### config.mk
export PLATFORM = sky130hd
export DESIGN_NAME = a23_copro15_ctrl
export DESIGN_NICKNAME = d
export VERILOG_FILES = /design/src/rtl/a23_copro_pkg.sv /design/src/rtl/a23_copro_fault_fifo.sv /design/src/rtl/a23_copro15_ctrl.sv
export SDC_FILE = /design/constraint.sdc
export NUM_CORES = 1
export LEC_CHECK = 0
export CAP_MARGIN = 5
export CORE_ASPECT_RATIO = 0.7
export CORE_MARGIN = 4
export CORE_UTILIZATION = 42
export DETAILED_ROUTE_END_ITERATION = 8
export GPL_ROUTABILITY_DRIVEN = 0
export PLACE_DENSITY = 0.67
export SLEW_MARGIN = 15
export SYNTH_ARGS = -nofsm -noshare
export SYNTH_HDL_FRONTEND = slang
export SYNTH_SLANG_ARGS = --single-unit
### constraint.sdc
create_clock -name i_clk -period 11.8 [get_ports i_clk]
set_clock_uncertainty 0.2 [all_clocks]
set_input_delay 2.36 -clock i_clk [delete_from_list [all_inputs] [get_ports i_clk]]
set_output_delay 2.36 -clock i_clk [all_outputs]
set_load 0.01 [all_outputs]
### src/rtl/a23_copro_pkg.sv
// a23_copro_pkg: shared coprocessor-15 operation encodings, register numbers and fault record layout.
package a23_copro_pkg;
  localparam logic [1:0] COPRO_MRC = 2'd1;
  localparam logic [1:0] COPRO_MCR = 2'd2;
  localparam logic [3:0] CRN_ID = 4'd0;
  localparam logic [3:0] CRN_FLUSH = 4'd1;
  localparam logic [3:0] CRN_CACHE = 4'd2;
  localparam logic [3:0] CRN_CACHEABLE = 4'd3;
  localparam logic [3:0] CRN_UPDATEABLE = 4'd4;
  localparam logic [3:0] CRN_DISRUPTIVE = 4'd5;
  localparam logic [3:0] CRN_FAULT_STATUS = 4'd6;
  localparam logic [3:0] CRN_FAULT_ADDRESS = 4'd7;
  localparam logic [31:0] ID_VALUE_DEFAULT = 32'h4156_0300;
  typedef struct packed {
    logic [7:0] status;
    logic [31:0] address;
  } fault_t;
endpackage

### src/rtl/a23_copro_fault_fifo.sv
// a23_copro_fault_fifo: fault record FIFO; pops on empty are ignored, pushes on full only land alongside a pop.
module a23_copro_fault_fifo #(
  parameter int WIDTH = 40,
  parameter int DEPTH = 4
) (
  input  logic clk,
  input  logic rst,
  input  logic push,
  input  logic pop,
  input  logic [WIDTH-1:0] data,
  output logic [WIDTH-1:0] head,
  output logic full,
  output logic empty,
  output logic [$clog2(DEPTH):0] count
);
  localparam int AW = $clog2(DEPTH);
  logic [WIDTH-1:0] mem [DEPTH];
  logic [AW-1:0] wr_ptr, rd_ptr;
  logic do_push, do_pop;
  assign empty = count == '0;
  assign full = count == (AW+1)'(DEPTH);
  assign do_pop = pop & !empty;
  assign do_push = push & (!full | do_pop);
  assign head = empty ? '0 : mem[rd_ptr];
  always_ff @(posedge clk or posedge rst) begin
    if (rst) begin
      for (int i = 0; i < DEPTH; i++) mem[i] <= '0;
      wr_ptr <= '0;
      rd_ptr <= '0;
      count <= '0;
    end else begin
      if (do_push) mem[wr_ptr] <= data;
      if (do_push) wr_ptr <= wr_ptr + 1'b1;
      if (do_pop) rd_ptr <= rd_ptr + 1'b1;
      count <= count + (AW+1)'(do_push) - (AW+1)'(do_pop);
    end
  end
endmodule

### src/rtl/a23_copro15_ctrl.sv
// a23_copro15_ctrl: CP15 cache/region control with fault capture.
// Define A23_COPRO_FAULT_QUEUE_EN for a fault queue; otherwise a single last-fault register.
module a23_copro15_ctrl
  import a23_copro_pkg::*;
#(
  parameter int REGION_BITS = 32,
  parameter int FAULT_DEPTH = 4,
  parameter logic [31:0] ID_VALUE = ID_VALUE_DEFAULT
) (
  input  logic i_clk,
  input  logic i_reset,
  input  logic i_fetch_stall,
  input  logic [1:0] i_copro_operation,
  input  logic [3:0] i_copro_crn,
  input  logic [31:0] i_copro_write_data,
  input  logic i_fault,
  input  logic [7:0] i_fault_status,
  input  logic [31:0] i_fault_address,
  input  logic i_cache_flush_ack,
  output logic [31:0] o_copro_read_data,
  output logic o_cache_enable,
  output logic o_cache_flush,
  output logic [REGION_BITS-1:0] o_cacheable_area,
  output logic o_fault_pending
);
  if (REGION_BITS < 1 || REGION_BITS > 32 || FAULT_DEPTH < 2 || FAULT_DEPTH > 16 ||
      (FAULT_DEPTH & (FAULT_DEPTH - 1)) != 0) begin : g_bad_param
    $error("a23_copro15_ctrl: parameter out of range");
  end
  logic run, mcr, mrc;
  logic [2:0] cache_control;
  logic [REGION_BITS-1:0] cacheable, updateable, disruptive;
  logic flush_pending, overflow, fault_pending;
  logic [3:0] count;
  fault_t head;
  logic [31:0] read_mux;
  assign run = !i_fetch_stall;
  assign mcr = run && i_copro_operation == COPRO_MCR;
  assign mrc = run && i_copro_operation == COPRO_MRC;
  always_comb begin
    read_mux = i_copro_crn == CRN_ID ? ID_VALUE :
               i_copro_crn == CRN_CACHE ? {29'd0, cache_control} :
               i_copro_crn == CRN_CACHEABLE ? 32'(cacheable) :
               i_copro_crn == CRN_UPDATEABLE ? 32'(updateable) :
               i_copro_crn == CRN_DISRUPTIVE ? 32'(disruptive) :
               i_copro_crn == CRN_FAULT_STATUS ? {overflow, 19'd0, count, head.status} :
               i_copro_crn == CRN_FAULT_ADDRESS ? head.address : 32'd0;
  end
  always_ff @(posedge i_clk or posedge i_reset) begin
    if (i_reset) begin
      cache_control <= '0;
      cacheable <= '0;
      updateable <= '0;
      disruptive <= '0;
      o_copro_read_data <= '0;
    end else if (run) begin
      o_copro_read_data <= read_mux;
      if (mcr && i_copro_crn == CRN_CACHE) cache_control <= i_copro_write_data[2:0];
      if (mcr && i_copro_crn == CRN_CACHEABLE) cacheable <= i_copro_write_data[REGION_BITS-1:0];
      if (mcr && i_copro_crn == CRN_UPDATEABLE) updateable <= i_copro_write_data[REGION_BITS-1:0];
      if (mcr && i_copro_crn == CRN_DISRUPTIVE) disruptive <= i_copro_write_data[REGION_BITS-1:0];
    end
  end
  // A new flush request wins over a coincident ack; acks land even while stalled.
  always_ff @(posedge i_clk or posedge i_reset) begin
    if (i_reset) flush_pending <= 1'b0;
    else if (mcr && i_copro_crn == CRN_FLUSH) flush_pending <= 1'b1;
    else if (i_cache_flush_ack) flush_pending <= 1'b0;
  end
`ifdef A23_COPRO_FAULT_QUEUE_EN
  localparam int CW = $clog2(FAULT_DEPTH) + 1;
  logic push, pop, full, empty;
  logic [CW-1:0] fifo_count;
  logic [39:0] fifo_head;
  assign push = run && i_fault;
  assign pop = mrc && i_copro_crn == CRN_FAULT_ADDRESS && !empty;
  a23_copro_fault_fifo #(.WIDTH(40), .DEPTH(FAULT_DEPTH)) u_fifo (
    .clk(i_clk),
    .rst(i_reset),
    .push(push),
    .pop(pop),
    .data({i_fault_status, i_fault_address}),
    .head(fifo_head),
    .full(full),
    .empty(empty),
    .count(fifo_count)
  );
  always_ff @(posedge i_clk or posedge i_reset) begin
    if (i_reset) overflow <= 1'b0;
    else if (push && full && !pop) overflow <= 1'b1;
    else if (mcr && i_copro_crn == CRN_FAULT_STATUS) overflow <= 1'b0;
  end
  assign head = fault_t'(fifo_head);
  assign count = 4'(fifo_count);
  assign fault_pending = !empty;
`else
  fault_t fault_reg;
  logic pending;
  always_ff @(posedge i_clk or posedge i_reset) begin
    if (i_reset) begin
      fault_reg <= '0;
      pending <= 1'b0;
    end else if (run && i_fault) begin
      fault_reg <= '{status: i_fault_status, address: i_fault_address};
      pending <= 1'b1;
    end else if (mcr && i_copro_crn == CRN_FAULT_STATUS) begin
      pending <= 1'b0;
    end
  end
  assign head = fault_reg;
  assign overflow = 1'b0;
  assign count = 4'd0;
  assign fault_pending = pending;
`endif
  assign o_cache_enable = cache_control[0];
  assign o_cache_flush = flush_pending;
  assign o_cacheable_area = cacheable;
  assign o_fault_pending = fault_pending;
endmodule

# Word level (Yosys, flattened, before mapping)
# Cells that the tools add are included.
dict set report classes {
  n_eq_ne 8
  mux 11
  bitwise 1
  reduce_logical 16
}
# cell n
set op_table {}
lappend op_table {{$mux 32} 7}
lappend op_table {{$eq 4x3->1 const B} 4}
lappend op_table {{$eq 4x2->1 const B} 2}
lappend op_table {{$logic_and 1x1->1} 8}
lappend op_table {{$reduce_and 2->1} 4}
lappend op_table {{$eq 4x1->1 const B} 1}
lappend op_table {{$logic_not 4->1} 1}
lappend op_table {{$mux 1} 4}
lappend op_table {{$reduce_bool 2->1} 2}
lappend op_table {{$eq 2x2->1 const B} 1}
lappend op_table {{$logic_not 1->1} 1}
lappend op_table {{$not 1->1} 1}
dict set report word_totals {
  regBits 173
  in_bits 83
  out_inout_bits 67
  elab_cells 45
}

# Longest topological paths before layout
dict set report depth {
  ltp_word 8
  mapped_depth 7
  ltp_nobuf 4
}

# Least setup slack after synthesis
# No wires, ideal clock.
dict set report synth_path {
  path_kind {input-to-reg}
  from {in i_fetch_stall}
  to {reg disruptive[0]}
  setup_ns 0.125
  arrival_ns 3.674
  t_required_ns 11.475
  slack_ns 7.801
  cell_stages 6
  n_path_buf 2
  path_cell_list {buf_6 > or3b_4 > nor3_4 > nand3_2 > buf_6 > mux2_4}
}
dict set report synth_between {
  elab_chain_len 4
  elab_cells_between_ends 5
  classes_between {1 x bitwise; 4 x reduce/logical}
}
# element line_no
set synth_rtl {}
lappend synth_rtl {{start, declared} a23_copro15_ctrl.sv:12} ;# input logic i_fetch_stall,
lappend synth_rtl {{$logic_not 1->1} a23_copro15_ctrl.sv:37} ;# assign run = !i_fetch_stall;
lappend synth_rtl {{$logic_and 1x1->1} a23_copro15_ctrl.sv:38} ;# assign mcr = run && i_copro_operation == COPRO_MCR;
lappend synth_rtl {{$logic_and 1x1->1} a23_copro15_ctrl.sv:61} ;# if (mcr && i_copro_crn == CRN_DISRUPTIVE) disruptive <= i_copro_write_data[REGION_BITS-1:0];
lappend synth_rtl {{$reduce_and 2->1 (no line) *} n/a}
lappend synth_rtl {{end signal, assigned} a23_copro15_ctrl.sv:61}
lappend synth_rtl {{end, declared} a23_copro15_ctrl.sv:32} ;# logic [REGION_BITS-1:0] cacheable, updateable, disruptive;
# Mark *: on every way between the ends. The rest lies on a longest branch, timed or not.
# A chain may end at the register's enable or synchronous reset.

# Worst setup path in the final report
dict set report layout_path {
  from {in i_copro_crn[2]}
  to {reg disruptive[2]}
}
dict set report layout_between {
  elab_chain_len 3
}
# element line_no
set layout_rtl {}
lappend layout_rtl {{start, declared} a23_copro15_ctrl.sv:14} ;# input logic [3:0] i_copro_crn,
lappend layout_rtl {{$eq 4x3->1} a23_copro15_ctrl.sv:61}
lappend layout_rtl {{$logic_and 1x1->1} a23_copro15_ctrl.sv:61}
lappend layout_rtl {{$reduce_and 2->1 (no line)} n/a}
# Every way passes these cells.

==> flow_summary.ini <==
[synthesis]
yosysWarningCount = 0
syn_inst = 599
syn-num-nets = 682
ys_ff_latch = 173
seq_area_frac_synth = 0.553
synth_area_um2 = 7830
syn_area_per_cell_um2 = 13.1
synthDistinctLibCells = 40

[pwr]
p_leak_nw = 4.42
ir_worst_vdd_v = 0.0000826
power.density_nw_per_um2 = 151
fin_total_pwr_mw = 1.51

[clock_tree]
cts_resized = 0
postCtsSetupBuffers = 0
cts_tree = built
cts.sinks = 173
clock_latency_ns = 0.41
cts-root-buf = clkbuf_16
cts_buffers = 17
cts_hold_buf = 0
cts.reportedPaths.clkPinSlew_ns = 0.06
cts_buffer_depth = 2
htree_levels = 4

[floorplanning]
io_pins = 150
fp-row-count = 41
die_h_um = 122
initial_core_util = 0.431
core-area_um2 = 18200
die_x_um = 171
design.die.area_um2 = 20900

[sta]
hold_viol_final = 0
tightest_slew_ns = 1.16
period_share = 0.429
holdWs_ns = 0.301
finalSetupTns_ns = 0
clock.fmax_mhz = 198
finalSetupViolations = 0
drv_slew = 0
slew_headroom = 0.219
period_needed_ns = 5.06
rsz0062_at_grt = false

[critical_path]
r2r_cells = 4
worstPathArrival_ns = 5.16
timing.rr.end = o_copro_read_data[5]
crit_chain = buf_2, buf_4, inv_1, nor3_4, nand3_2, buf_4, mux2_4
critPathLaunch = i_copro_crn[2]
cp_slowest_stage_delay_ns = 0.65
crit_fanout = 45
required_ns = 11.89
r2r-start = updateable[5]
cp-end-kind = register
path_class = input port to register
cp_common_cell = buf_4
reg2reg_slack_ns = 10.19
crit_path_end = disruptive[2]
cp-start-kind = input port
worst_path_max_delay_cell = nand3_2

[global_route]
grtUsageTotal = 0.203
grt_pass1_vias = 5732
grt_pass1_wl_um = 33000
antenna_found_initial = 1
overflow = 0
grt_max_degree = 114

[final_layout]
utilization = 0.551
register_area_um2 = 4330
largest_register_ffs = 40
fin_nets = 812
nFillCells = 1506
antenna_cells = 0
multi_input_area_um2 = 3260
final_cells = 973
drive_above_1_share = 0.267
syn_to_final_growth_pct = 27.9

[place]
dp_hpwl_um = 13800
port_buffers = 149
placed_cells = 946

[run]
max_cap_viol_count = 0

[routing]
drt_wl_total_um = 21100
via_per_inst = 5.70
routedWlPerCell_um = 21.7
vias = 5549
ant_nets = 0
drtIter0Drc = 438
drtPass1Iterations = 5
drc = 0

[hold_path]
hp-class = register to register

[status]
outcome = complete, no violations
-- layout by cell type, fill, tap and decap left out, types with 4 or more instances in the layout --
master,synthesis,routed
a21oi_1,16,16
a221oi_1,13,13
a22o_1,16,16
a22oi_1,16,16
a31oi_1,6,6
buf_2,12,4
buf_4,4,8
clkbuf_16,0,17
clkdlybuf4s50_1,0,145
dfrtp_1,173,173
inv_1,8,7
mux2_2,117,117
mux2_4,30,30
nand2_1,34,33
nand2b_1,17,17
nand3b_1,6,6
nand4b_1,6,6
nor2_1,6,6
nor2b_1,6,4
nor3_1,12,10
o21ai_0,37,37
o41ai_1,9,9
or4bb_1,5,5
-- per-stage QoR --
step / worst slack, ns / cell area (µm²)
floorplan: 4.55 / 7830
global placement: 6.46 / 9450
detailed placement: 6.34 / 9450
CTS: 6.77 / 10000
global route: 6.61 / 10000
finish: 6.74 / 10000
-- final cells by class --
| class | count | share of cell area |
|---|---|---|
| flip-flops and latches | 173 | 0.432 |
| multi-input cells | 371 | 0.326 |
| repair buffers | 157 | 0.153 |
| clock buffers | 19 | 0.0432 |
| well taps | 236 | 0.0295 |
| clock inverters | 8 | 0.0122 |
| inverters | 9 | 0.00387 |
-- per-layer routing --
layer  wire, µm  global-route usage  share of wire  vias up
met4        305              0.0529          0.014        2
met3       1330              0.0422          0.063       21
met2       9650               0.311           0.46      215
met1       9830               0.297           0.47     2852
li1           -                   -              -     2459
met5         12                   0        0.00057        -
-- cell usage after synthesis, drive strengths merged --
master    n  share of area
nand3     1         0.0013
nand2b   17          0.014
a22oi    16          0.015
a32oi     1         0.0011
a21o      1        0.00096
a22o     16          0.018
buf      22          0.018
or4bb     5         0.0072
o21ai    38          0.024
nand3b    6         0.0058
mux4      2         0.0058
clkinv    1        0.00048
nor2      6         0.0029
nand2    35          0.017
o211ai    1        0.00096
nor2b     6         0.0048
a31oi     6         0.0048
nand4b    6         0.0067
mux2i     1         0.0013
a221oi   13          0.015
and2      1        0.00080
o41ai     9          0.010
a211oi    3         0.0029
a21oi    16          0.010
mux2    147           0.23
or3b      1         0.0014
a211o     1         0.0011
a32o      1         0.0013
inv       8         0.0038
nor3     14          0.012
and3b     1         0.0011
clkbuf   24          0.012
dfrtp   173           0.55
-- critical path: cells and delay by family --
| family | cells | cell delay (ns) |
|---|---|---|
| buf+inv | 4 | 1.48 |
| mux | 1 | 0.33 |
| simple gates | 2 | 0.97 |
-- how the worst min path moves through the flow --
stage                                startpoint               endpoint  slack (ns)  cells after the start
after floorplan                   updateable[3]          updateable[3]        0.27                      1
after global placement            updateable[3]          updateable[3]        0.28                      1
after detailed placement          updateable[3]          updateable[3]        0.28                      1
after CTS                         updateable[3]          updateable[3]        0.30                      1
after global routing             disruptive[11]         disruptive[11]        0.32                      1
final                     o_copro_read_data[21]  o_copro_read_data[21]        0.30                      2
-- logic make-up after synthesis --
| family | after synthesis | synth area share |
|---|---|---|
| AND/OR/NAND/NOR | 99 | 0.0745 |
| AO/OA/AOI/OAI | 122 | 0.106 |
| multiplexers | 150 | 0.233 |
| buffers and inverters | 55 | 0.0340 |
| flip-flops | 173 | 0.553 |
-- power breakdown --
part           internal, mW  leakage (nW)  switching [mW]
clock network         0.326         0.263           0.221
registers             0.666          2.23          0.0510
logic                 0.147          1.93          0.0996
total                  1.14          4.42           0.371
(Power assumes the default switching activity.)
